==> src/rtl/dpc_pkg.sv <==
// Shared types, constants and instruction field offsets for the
// pipelined datapath decode/issue controller.
package dpc_pkg;

   typedef enum logic [1:0] {
      OP_RST_RF  = 2'b00,
      OP_LOAD    = 2'b01,
      OP_STORE   = 2'b10,
      OP_RST_MEM = 2'b11
   } op_e;

   typedef enum logic [1:0] {
      BR_EQ   = 2'b00,
      BR_GT   = 2'b01,
      BR_LT   = 2'b10,
      BR_NONE = 2'b11
   } br_e;

   localparam logic [1:0] CMP_EQ   = 2'b00;
   localparam logic [1:0] CMP_GT   = 2'b10;
   localparam logic [1:0] CMP_LT   = 2'b01;
   localparam logic [1:0] COMP_CMP = 2'b10;

   typedef enum logic {
      ST_ISSUE   = 1'b0,
      ST_WAIT_BR = 1'b1
   } state_e;

   // Field LSB positions, MSB first: op, selA, selB, comp, br, target, srcA, srcB, imm
   function automatic int instr_w(int r, int i);   return 8 + 3*r + i; endfunction
   function automatic int op_lsb(int r, int i);    return 6 + 3*r + i; endfunction
   function automatic int sela_pos(int r, int i);  return 5 + 3*r + i; endfunction
   function automatic int selb_pos(int r, int i);  return 4 + 3*r + i; endfunction
   function automatic int comp_lsb(int r, int i);  return 2 + 3*r + i; endfunction
   function automatic int br_lsb(int r, int i);    return 3*r + i;     endfunction
   function automatic int tgt_lsb(int r, int i);   return 2*r + i;     endfunction
   function automatic int srca_lsb(int r, int i);  return r + i;       endfunction

   // cmp = 11 matches no condition, so it falls out as not taken
   function automatic logic br_taken(br_e br, logic [1:0] cmp);
      return ((br == BR_EQ) && (cmp == CMP_EQ)) ||
             ((br == BR_GT) && (cmp == CMP_GT)) ||
             ((br == BR_LT) && (cmp == CMP_LT));
   endfunction

endpackage

==> src/rtl/dpc_if.sv <==
// Instruction / compare / control-bundle bus of the decode controller.
interface dpc_if #(
   parameter int REG_ADDR_W = 8,
   parameter int IMM_W      = 32
);
   localparam int INSTR_W = dpc_pkg::instr_w(REG_ADDR_W, IMM_W);

   logic                  instr_valid;
   logic [INSTR_W-1:0]    instr;
   logic                  instr_ready;
   logic                  cmp_valid;
   logic [1:0]            ALUCompare;
   logic                  ctrl_valid;
   logic                  resetRegisterFile;
   logic                  resetMemory;
   logic                  registerFileRead;
   logic                  registerFileWrite;
   logic                  memoryRead;
   logic                  memoryWrite;
   logic                  sourceSelectA;
   logic                  sourceSelectB;
   logic [1:0]            computationSelect;
   logic [REG_ADDR_W-1:0] target;
   logic [REG_ADDR_W-1:0] sourceA;
   logic [REG_ADDR_W-1:0] sourceB;
   logic [IMM_W-1:0]      immediate;
   logic                  PCChangeEnable;
   logic                  stall;

   modport master (
      output instr_valid, instr, cmp_valid, ALUCompare,
      input  instr_ready, ctrl_valid, resetRegisterFile, resetMemory,
             registerFileRead, registerFileWrite, memoryRead, memoryWrite,
             sourceSelectA, sourceSelectB, computationSelect,
             target, sourceA, sourceB, immediate, PCChangeEnable, stall
   );

   modport slave (
      input  instr_valid, instr, cmp_valid, ALUCompare,
      output instr_ready, ctrl_valid, resetRegisterFile, resetMemory,
             registerFileRead, registerFileWrite, memoryRead, memoryWrite,
             sourceSelectA, sourceSelectB, computationSelect,
             target, sourceA, sourceB, immediate, PCChangeEnable, stall
   );
endinterface

==> src/rtl/dpc_scoreboard.sv <==
// In-flight register-write scoreboard: one {valid, target} entry per
// cycle of writeback latency, plus read-after-write match logic.
module dpc_scoreboard #(
   parameter int REG_ADDR_W = 8,
   parameter int WB_LATENCY = 3
) (
   input  logic                  clk,
   input  logic                  rst,
   input  logic                  push_valid_i,
   input  logic [REG_ADDR_W-1:0] push_addr_i,
   input  logic                  flush_i,
   input  logic                  chk_a_i,
   input  logic [REG_ADDR_W-1:0] addr_a_i,
   input  logic                  chk_b_i,
   input  logic [REG_ADDR_W-1:0] addr_b_i,
   output logic                  hazard_o
);

   logic [WB_LATENCY-1:0] vld_q;
   logic [REG_ADDR_W-1:0] addr_q [WB_LATENCY];

   // Shift every cycle; bubbles enter as invalid, flush drops all older entries
   always_ff @(posedge clk or posedge rst) begin
      if (rst) begin
         vld_q <= '0;
         for (int i = 0; i < WB_LATENCY; i++) addr_q[i] <= '0;
      end else begin
         vld_q[0]  <= push_valid_i && !flush_i;
         addr_q[0] <= push_addr_i;
         for (int i = 1; i < WB_LATENCY; i++) begin
            vld_q[i]  <= vld_q[i-1] && !flush_i;
            addr_q[i] <= addr_q[i-1];
         end
      end
   end

   // Register 0 is hard-wired, so reading it can never conflict
   always_comb begin
      hazard_o = 1'b0;
      for (int i = 0; i < WB_LATENCY; i++) begin
         if (vld_q[i]) begin
            if (chk_a_i && (addr_a_i != '0) && (addr_a_i == addr_q[i])) hazard_o = 1'b1;
            if (chk_b_i && (addr_b_i != '0) && (addr_b_i == addr_q[i])) hazard_o = 1'b1;
         end
      end
   end

endmodule

==> src/rtl/pipelined_datapath_controller.sv <==
// Instruction decode / issue controller with registered control bundle,
// RAW hazard stall and branch resolution.
// Optional DPC_PERF_COUNT_EN: adds issued_count / stall_count outputs.
//
// state      | meaning
// ST_ISSUE   | accepting instructions unless a RAW hazard is pending
// ST_WAIT_BR | branch issued, holding issue until the ALU compare returns
module pipelined_datapath_controller
   import dpc_pkg::*;
#(
   parameter int REG_ADDR_W = 8,
   parameter int IMM_W      = 32,
   parameter int WB_LATENCY = 3
) (
   input logic clk,
   input logic reset,
   dpc_if.slave bus
`ifdef DPC_PERF_COUNT_EN
   ,
   output logic [31:0] issued_count,
   output logic [31:0] stall_count
`endif
);

   localparam int OP_LSB   = op_lsb(REG_ADDR_W, IMM_W);
   localparam int SELA_POS = sela_pos(REG_ADDR_W, IMM_W);
   localparam int SELB_POS = selb_pos(REG_ADDR_W, IMM_W);
   localparam int COMP_LSB = comp_lsb(REG_ADDR_W, IMM_W);
   localparam int BR_LSB   = br_lsb(REG_ADDR_W, IMM_W);
   localparam int TGT_LSB  = tgt_lsb(REG_ADDR_W, IMM_W);
   localparam int SRCA_LSB = srca_lsb(REG_ADDR_W, IMM_W);
   localparam int SRCB_LSB = IMM_W;

   op_e                   op_w;
   br_e                   br_w;
   logic                  sel_a_w, sel_b_w;
   logic [1:0]            comp_w;
   logic [REG_ADDR_W-1:0] tgt_w, src_a_w, src_b_w;

   assign op_w    = op_e'(bus.instr[OP_LSB +: 2]);
   assign sel_a_w = bus.instr[SELA_POS];
   assign sel_b_w = bus.instr[SELB_POS];
   assign comp_w  = bus.instr[COMP_LSB +: 2];
   assign br_w    = br_e'(bus.instr[BR_LSB +: 2]);
   assign tgt_w   = bus.instr[TGT_LSB +: REG_ADDR_W];
   assign src_a_w = bus.instr[SRCA_LSB +: REG_ADDR_W];
   assign src_b_w = bus.instr[SRCB_LSB +: REG_ADDR_W];

   state_e state_q, state_d;
   br_e    br_q, br_d;
   logic   pc_change_q, pc_change_d;
   logic   hazard_w, instr_ready_w, stall_w, accept_w;

   dpc_scoreboard #(.REG_ADDR_W(REG_ADDR_W), .WB_LATENCY(WB_LATENCY)) u_sb (
      .clk          (clk),
      .rst          (reset),
      .push_valid_i (accept_w && (op_w == OP_LOAD)),
      .push_addr_i  (tgt_w),
      .flush_i      (accept_w && (op_w == OP_RST_RF)),
      .chk_a_i      (bus.instr_valid && !sel_a_w),
      .addr_a_i     (src_a_w),
      .chk_b_i      (bus.instr_valid && !sel_b_w),
      .addr_b_i     (src_b_w),
      .hazard_o     (hazard_w)
   );

   // FSM state register
   always_ff @(posedge clk or posedge reset) begin
      if (reset) begin
         state_q     <= ST_ISSUE;
         br_q        <= BR_NONE;
         pc_change_q <= 1'b0;
      end else begin
         state_q     <= state_d;
         br_q        <= br_d;
         pc_change_q <= pc_change_d;
      end
   end

   // Next state, handshake and stall; reset gates ready so outputs read 0 during reset
   always_comb begin
      state_d       = state_q;
      br_d          = br_q;
      pc_change_d   = 1'b0;
      instr_ready_w = 1'b0;
      stall_w       = 1'b0;
      accept_w      = 1'b0;
      case (state_q)
         ST_ISSUE: begin
            instr_ready_w = !hazard_w && !reset;
            stall_w       = hazard_w;
            accept_w      = bus.instr_valid && instr_ready_w;
            if (accept_w && (br_w != BR_NONE)) begin
               state_d = ST_WAIT_BR;
               br_d    = br_w;
            end
         end
         ST_WAIT_BR: begin
            stall_w = 1'b1;
            if (bus.cmp_valid) begin
               pc_change_d = br_taken(br_q, bus.ALUCompare);
               state_d     = ST_ISSUE;
            end
         end
         default: state_d = ST_ISSUE;
      endcase
   end

   logic                  ctrl_valid_q, rst_rf_q, rst_mem_q, rf_rd_q, rf_wr_q, mem_rd_q, mem_wr_q;
   logic                  sel_a_q, sel_b_q;
   logic [1:0]            comp_q;
   logic [REG_ADDR_W-1:0] tgt_q, src_a_q, src_b_q;
   logic [IMM_W-1:0]      imm_q;

   // Control bundle: strobes live one cycle per accept, fields hold until next accept
   always_ff @(posedge clk or posedge reset) begin
      if (reset) begin
         ctrl_valid_q <= 1'b0;
         rst_rf_q     <= 1'b0;
         rst_mem_q    <= 1'b0;
         rf_rd_q      <= 1'b0;
         rf_wr_q      <= 1'b0;
         mem_rd_q     <= 1'b0;
         mem_wr_q     <= 1'b0;
         sel_a_q      <= 1'b0;
         sel_b_q      <= 1'b0;
         comp_q       <= '0;
         tgt_q        <= '0;
         src_a_q      <= '0;
         src_b_q      <= '0;
         imm_q        <= '0;
      end else begin
         ctrl_valid_q <= accept_w;
         rst_rf_q     <= accept_w && (op_w == OP_RST_RF);
         rf_wr_q      <= accept_w && (op_w == OP_LOAD);
         mem_rd_q     <= accept_w && (op_w == OP_LOAD);
         rf_rd_q      <= accept_w && (op_w == OP_STORE);
         mem_wr_q     <= accept_w && (op_w == OP_STORE);
         rst_mem_q    <= accept_w && (op_w == OP_RST_MEM);
         if (accept_w) begin
            sel_a_q <= sel_a_w;
            sel_b_q <= sel_b_w;
            comp_q  <= (br_w != BR_NONE) ? COMP_CMP : comp_w;
            tgt_q   <= tgt_w;
            src_a_q <= src_a_w;
            src_b_q <= src_b_w;
            imm_q   <= bus.instr[IMM_W-1:0];
         end
      end
   end

   assign bus.instr_ready       = instr_ready_w;
   assign bus.stall             = stall_w;
   assign bus.ctrl_valid        = ctrl_valid_q;
   assign bus.resetRegisterFile = rst_rf_q;
   assign bus.resetMemory       = rst_mem_q;
   assign bus.registerFileRead  = rf_rd_q;
   assign bus.registerFileWrite = rf_wr_q;
   assign bus.memoryRead        = mem_rd_q;
   assign bus.memoryWrite       = mem_wr_q;
   assign bus.sourceSelectA     = sel_a_q;
   assign bus.sourceSelectB     = sel_b_q;
   assign bus.computationSelect = comp_q;
   assign bus.target            = tgt_q;
   assign bus.sourceA           = src_a_q;
   assign bus.sourceB           = src_b_q;
   assign bus.immediate         = imm_q;
   assign bus.PCChangeEnable    = pc_change_q;

`ifdef DPC_PERF_COUNT_EN
   logic [31:0] issued_count_q, stall_count_q;

   // Free-running wrap-around performance counters
   always_ff @(posedge clk or posedge reset) begin
      if (reset) begin
         issued_count_q <= '0;
         stall_count_q  <= '0;
      end else begin
         if (accept_w) issued_count_q <= issued_count_q + 32'd1;
         if (stall_w && bus.instr_valid) stall_count_q <= stall_count_q + 32'd1;
      end
   end

   assign issued_count = issued_count_q;
   assign stall_count  = stall_count_q;
`endif

endmodule

==> src/flat_wrapper.sv <==
// flat-port wrapper written by rule: the top's interface ports become plain ports
module pipelined_datapath_controller_flat import dpc_pkg::*;
#(
   parameter int REG_ADDR_W = 8,
   parameter int IMM_W      = 32,
   parameter int WB_LATENCY = 3
)
  (clk, reset, bus_instr_valid, bus_instr, bus_cmp_valid, bus_ALUCompare, bus_instr_ready, bus_ctrl_valid, bus_resetRegisterFile, bus_resetMemory, bus_registerFileRead, bus_registerFileWrite, bus_memoryRead, bus_memoryWrite, bus_sourceSelectA, bus_sourceSelectB, bus_computationSelect, bus_target, bus_sourceA, bus_sourceB, bus_immediate, bus_PCChangeEnable, bus_stall);
  dpc_if #(.REG_ADDR_W(REG_ADDR_W), .IMM_W(IMM_W)) bus_i ();
  input logic clk;
  input logic reset;
  input wire logic [$bits(bus_i.instr_valid)-1:0] bus_instr_valid;
  input wire logic [$bits(bus_i.instr)-1:0] bus_instr;
  input wire logic [$bits(bus_i.cmp_valid)-1:0] bus_cmp_valid;
  input wire logic [$bits(bus_i.ALUCompare)-1:0] bus_ALUCompare;
  output wire logic [$bits(bus_i.instr_ready)-1:0] bus_instr_ready;
  output wire logic [$bits(bus_i.ctrl_valid)-1:0] bus_ctrl_valid;
  output wire logic [$bits(bus_i.resetRegisterFile)-1:0] bus_resetRegisterFile;
  output wire logic [$bits(bus_i.resetMemory)-1:0] bus_resetMemory;
  output wire logic [$bits(bus_i.registerFileRead)-1:0] bus_registerFileRead;
  output wire logic [$bits(bus_i.registerFileWrite)-1:0] bus_registerFileWrite;
  output wire logic [$bits(bus_i.memoryRead)-1:0] bus_memoryRead;
  output wire logic [$bits(bus_i.memoryWrite)-1:0] bus_memoryWrite;
  output wire logic [$bits(bus_i.sourceSelectA)-1:0] bus_sourceSelectA;
  output wire logic [$bits(bus_i.sourceSelectB)-1:0] bus_sourceSelectB;
  output wire logic [$bits(bus_i.computationSelect)-1:0] bus_computationSelect;
  output wire logic [$bits(bus_i.target)-1:0] bus_target;
  output wire logic [$bits(bus_i.sourceA)-1:0] bus_sourceA;
  output wire logic [$bits(bus_i.sourceB)-1:0] bus_sourceB;
  output wire logic [$bits(bus_i.immediate)-1:0] bus_immediate;
  output wire logic [$bits(bus_i.PCChangeEnable)-1:0] bus_PCChangeEnable;
  output wire logic [$bits(bus_i.stall)-1:0] bus_stall;
  assign bus_i.instr_valid = bus_instr_valid;
  assign bus_i.instr = bus_instr;
  assign bus_i.cmp_valid = bus_cmp_valid;
  assign bus_i.ALUCompare = bus_ALUCompare;
  assign bus_instr_ready = bus_i.instr_ready;
  assign bus_ctrl_valid = bus_i.ctrl_valid;
  assign bus_resetRegisterFile = bus_i.resetRegisterFile;
  assign bus_resetMemory = bus_i.resetMemory;
  assign bus_registerFileRead = bus_i.registerFileRead;
  assign bus_registerFileWrite = bus_i.registerFileWrite;
  assign bus_memoryRead = bus_i.memoryRead;
  assign bus_memoryWrite = bus_i.memoryWrite;
  assign bus_sourceSelectA = bus_i.sourceSelectA;
  assign bus_sourceSelectB = bus_i.sourceSelectB;
  assign bus_computationSelect = bus_i.computationSelect;
  assign bus_target = bus_i.target;
  assign bus_sourceA = bus_i.sourceA;
  assign bus_sourceB = bus_i.sourceB;
  assign bus_immediate = bus_i.immediate;
  assign bus_PCChangeEnable = bus_i.PCChangeEnable;
  assign bus_stall = bus_i.stall;
  pipelined_datapath_controller #(.REG_ADDR_W(REG_ADDR_W), .IMM_W(IMM_W), .WB_LATENCY(WB_LATENCY)) u_core (.clk(clk), .reset(reset), .bus(bus_i));
endmodule
==> config.mk <==
export PLATFORM = sky130hd
export DESIGN_NAME = pipelined_datapath_controller_flat
export DESIGN_NICKNAME = d
export VERILOG_FILES = /design/src/rtl/dpc_pkg.sv /design/src/rtl/dpc_if.sv /design/src/rtl/dpc_scoreboard.sv /design/src/rtl/pipelined_datapath_controller.sv /design/src/flat_wrapper.sv
export SDC_FILE = /design/constraint.sdc
export NUM_CORES = 1
export LEC_CHECK = 0
export ABC_AREA = 1
export BUFFER_PORTS_ARGS = -buffer_cell sky130_fd_sc_hd__buf_2
export CAP_MARGIN = 5
export CORE_MARGIN = 10
export CORE_UTILIZATION = 50
export CTS_CLUSTER_SIZE = 24
export DETAILED_ROUTE_END_ITERATION = 8
export PLACE_DENSITY = 0.79
export SETUP_SLACK_MARGIN = 0.1
export SLEW_MARGIN = 20
export SYNTH_ARGS = -nofsm -noshare
export SYNTH_HDL_FRONTEND = slang
export SYNTH_SLANG_ARGS = --single-unit
==> constraint.sdc <==
create_clock -name clk -period 4.15 [get_ports clk]
set_input_delay 0.83 -clock clk [delete_from_list [all_inputs] [get_ports clk]]
set_output_delay 0.83 -clock clk [all_outputs]
set_load 0.005 [all_outputs]
==> impl_metrics.ini <==
[outcome]
status = completed

[global_routing]
antenna_found_initial = 0
grt_max_degree = 75
first_global_vias = 3582
grt_pass1_wl_um = 17630
grt_use_total_pct = 16.96
gr-total-overflow = 0

[worst_hold_path]
hold_start = u_core.u_sb.addr_q[18]
hp-class = reg2reg
worstHoldEndpoint = u_core.u_sb.addr_q[10]
whs_path_depth = 0

[floorplan]
die_h_um = 111.4
start_util_pct = 51.10
dieWidth_um = 111.4
placeableCoreArea_um2 = 8175
rows = 33
die_area_um2 = 12410
io_pins = 140

[critical_path]
arrival_ns = 2.05
crit_path_start_kind = input pin
r2r_cells = 11
startpoint = bus_instr[36]
path_class = in2out
cp_max_fo = 6
r2r-start = u_core.u_sb.addr_q[20]
crit_required_ns = 3.32
cp-end-kind = primary output
rrSetupSlack_ns = 1.96
rr_endpoint = u_core.bus.sourceB[5]

[cells_and_area]
area_growth_pct = 21.65
final_cell_mix = nand2_1 (239), buf_2 (139), dfrtp_1 (94)
insertedDiodeCount = 0
post-route-cell-area_um2 = 5082
final_layout_size_suffix_gt1_share_pct = 26.90
layout_commonest_cell = nand2_1
nets = 682
final_util_pct = 62.17

[yosys]
synth_compound_area_share_pct = 1.497
synth_cells = 484
synth_nets = 554
synth-xor-area-share_pct = 7.966
synthAdderAreaFrac_pct = 0
muxShareOfSynthArea_pct = 0
synth_top_family_by_area = simple AND/OR/NAND/NOR gates
ys_types = 22
synth-seq-cells = 96
ys_seq_area_share_pct = 57.56
synthSimpleGateAreaFrac_pct = 26.80
syn_area_um2 = 4178
avgSynthCellArea_um2 = 8.632
ys_warn_count = 0

[clock_tree]
cts_setup_buffers = 0
numCtsBuffers = 9
cts_sinks = 96
path_clk_slew_ns = 0.09
htree_levels = 3
hold_buffers = 0
clock_path_buffers = 2
cts_resized = 0
clockRootBuffer = clkbuf_8
clock_latency_ns = 0.36
cts_tree = done

[placed_design]
port_buffers = 139
gp_congestion = 0.8148
hpwl_um = 7993
place_area_um2 = 4870

[timing]
hold_slack_ns = 0.4420
hold_violations = 0
fmax_mhz = 346.7
fin_tns_setup_ns = 0
skew_ns = 0.01581
grt_setup_unrepaired = false
fin_crit_sh_pct = 69.50
worst_pin_slew_ns = 0.8395
report.final.setup_viol = 0
finalMaxSlewViolations = 0
slew_headroom_pct = 43.95
fin_crit_ns = 2.884

[detailed_routing]
routed_wl_um = 10440
ant_nets = 0
wl_per_cell_um = 14.45
dr.pass1.iters = 5
route.detailed.drc = 0
routed_via_density = 4.711
drt_iter0_drc = 204
num_vias = 3401

[pwr]
peakVddDrop_uv = 232.8
p_per_area_nw_per_um2 = 430.3
p_leak_nw = 2.875
finalPower_mw = 2.187

[flow_run]
drv_cap = 0
-- Yosys cell counts, drive strengths merged --
cell type	count	area [um^2]
nand3	10	50.05
xnor2	37	324.1
nand2	240	903.4
nor3	4	30.03
o31ai	1	7.510
dfstp	2	52.55
buf	23	151.4
nand4	2	12.51
xor2	1	8.760
dfrtp	94	2352
inv	26	97.59
nor2	31	123.9
clkbuf	2	8.750
o21ai	11	55.05
-- metrics by stage --
stage | instances | setup WS (ns)
after floorplan | 484 | 0.8179
after global placement | 706 | 1.300
after detailed placement | 706 | 1.270
after CTS | 722 | 1.267
after global routing | 722 | 1.037
final | 722 | 1.266
-- worst max path at each step --
stage	slack, ns	endpoint	depth (start not counted)
after global routing	1.04	bus_instr_ready	13
after floorplan	0.82	u_core.bus.PCChangeEnable	1
final	1.27	bus_instr_ready	13
after detailed placement	1.27	bus_instr_ready	13
after global placement	1.30	bus_instr_ready	13
after CTS	1.27	bus_instr_ready	13
-- logic make-up (layout without fill, tap and decap cells) --
family                 count (synthesis)  count (layout)
AND/OR/NAND/NOR                      287             287
buffers and inverters                 51             184
flip-flops                            96              96
AO/OA/AOI/OAI                         12              12
XOR/XNOR                              38              38
-- power breakdown --
part	internal [mW]	leakage (nW)	switching (mW)	total (mW)
clock	0.305	0.110	0.328	0.633
combinational	0.189	1.58	0.230	0.419
sequential	1.06	1.18	0.0712	1.14
-- layer usage --
| layer | wire, um | global-route usage (%) | up-vias | part of all wire, % |
|---|---|---|---|---|
| met2 | 5150 | 27.86 | 119 | 49 |
| met3 | 583 | 4.079 | 16 | 5.6 |
| li1 | - | - | 1703 | - |
| met5 | 0 | 0 | - | 0 |
| met4 | 234 | 6.427 | 0 | 2.2 |
| met1 | 4467 | 21.18 | 1563 | 43 |
-- state kept, by name, summed over array words and instances, names as in the netlist, 2 cells and up --
name and flops:
u_core.u_sb.vld_q 3, u_core.br_q 2, u_core.u_sb.addr_q 24, u_core.bus.sourceA 8, u_core.bus.computationSelect 2, u_core.bus.target 8
u_core.bus.immediate 32, u_core.bus.sourceB 8
-- cell type report --
class	count	area, um^2
Tap cell	105	131.4
Clock inverter	6	75.07
Clock buffer	10	137.6
Fill cell	741	3093
Timing Repair Buffer	142	718.2
Multi-Input combinational cell	337	1515
Inverter	26	100.1
Sequential cell	96	2405
-- critical path, cell delays in order --
cell     delay [ns]
buf_2          0.14
nor2_1         0.15
nand2_1        0.06
nor2_1         0.10
nor2_1         0.07
nand3_1        0.08
nand2_1        0.05
nand2_1        0.05
nand2_1        0.08
nor2_4         0.18
inv_1          0.07
nor2_1         0.07
buf_2          0.11
(Power assumes the default switching activity.)
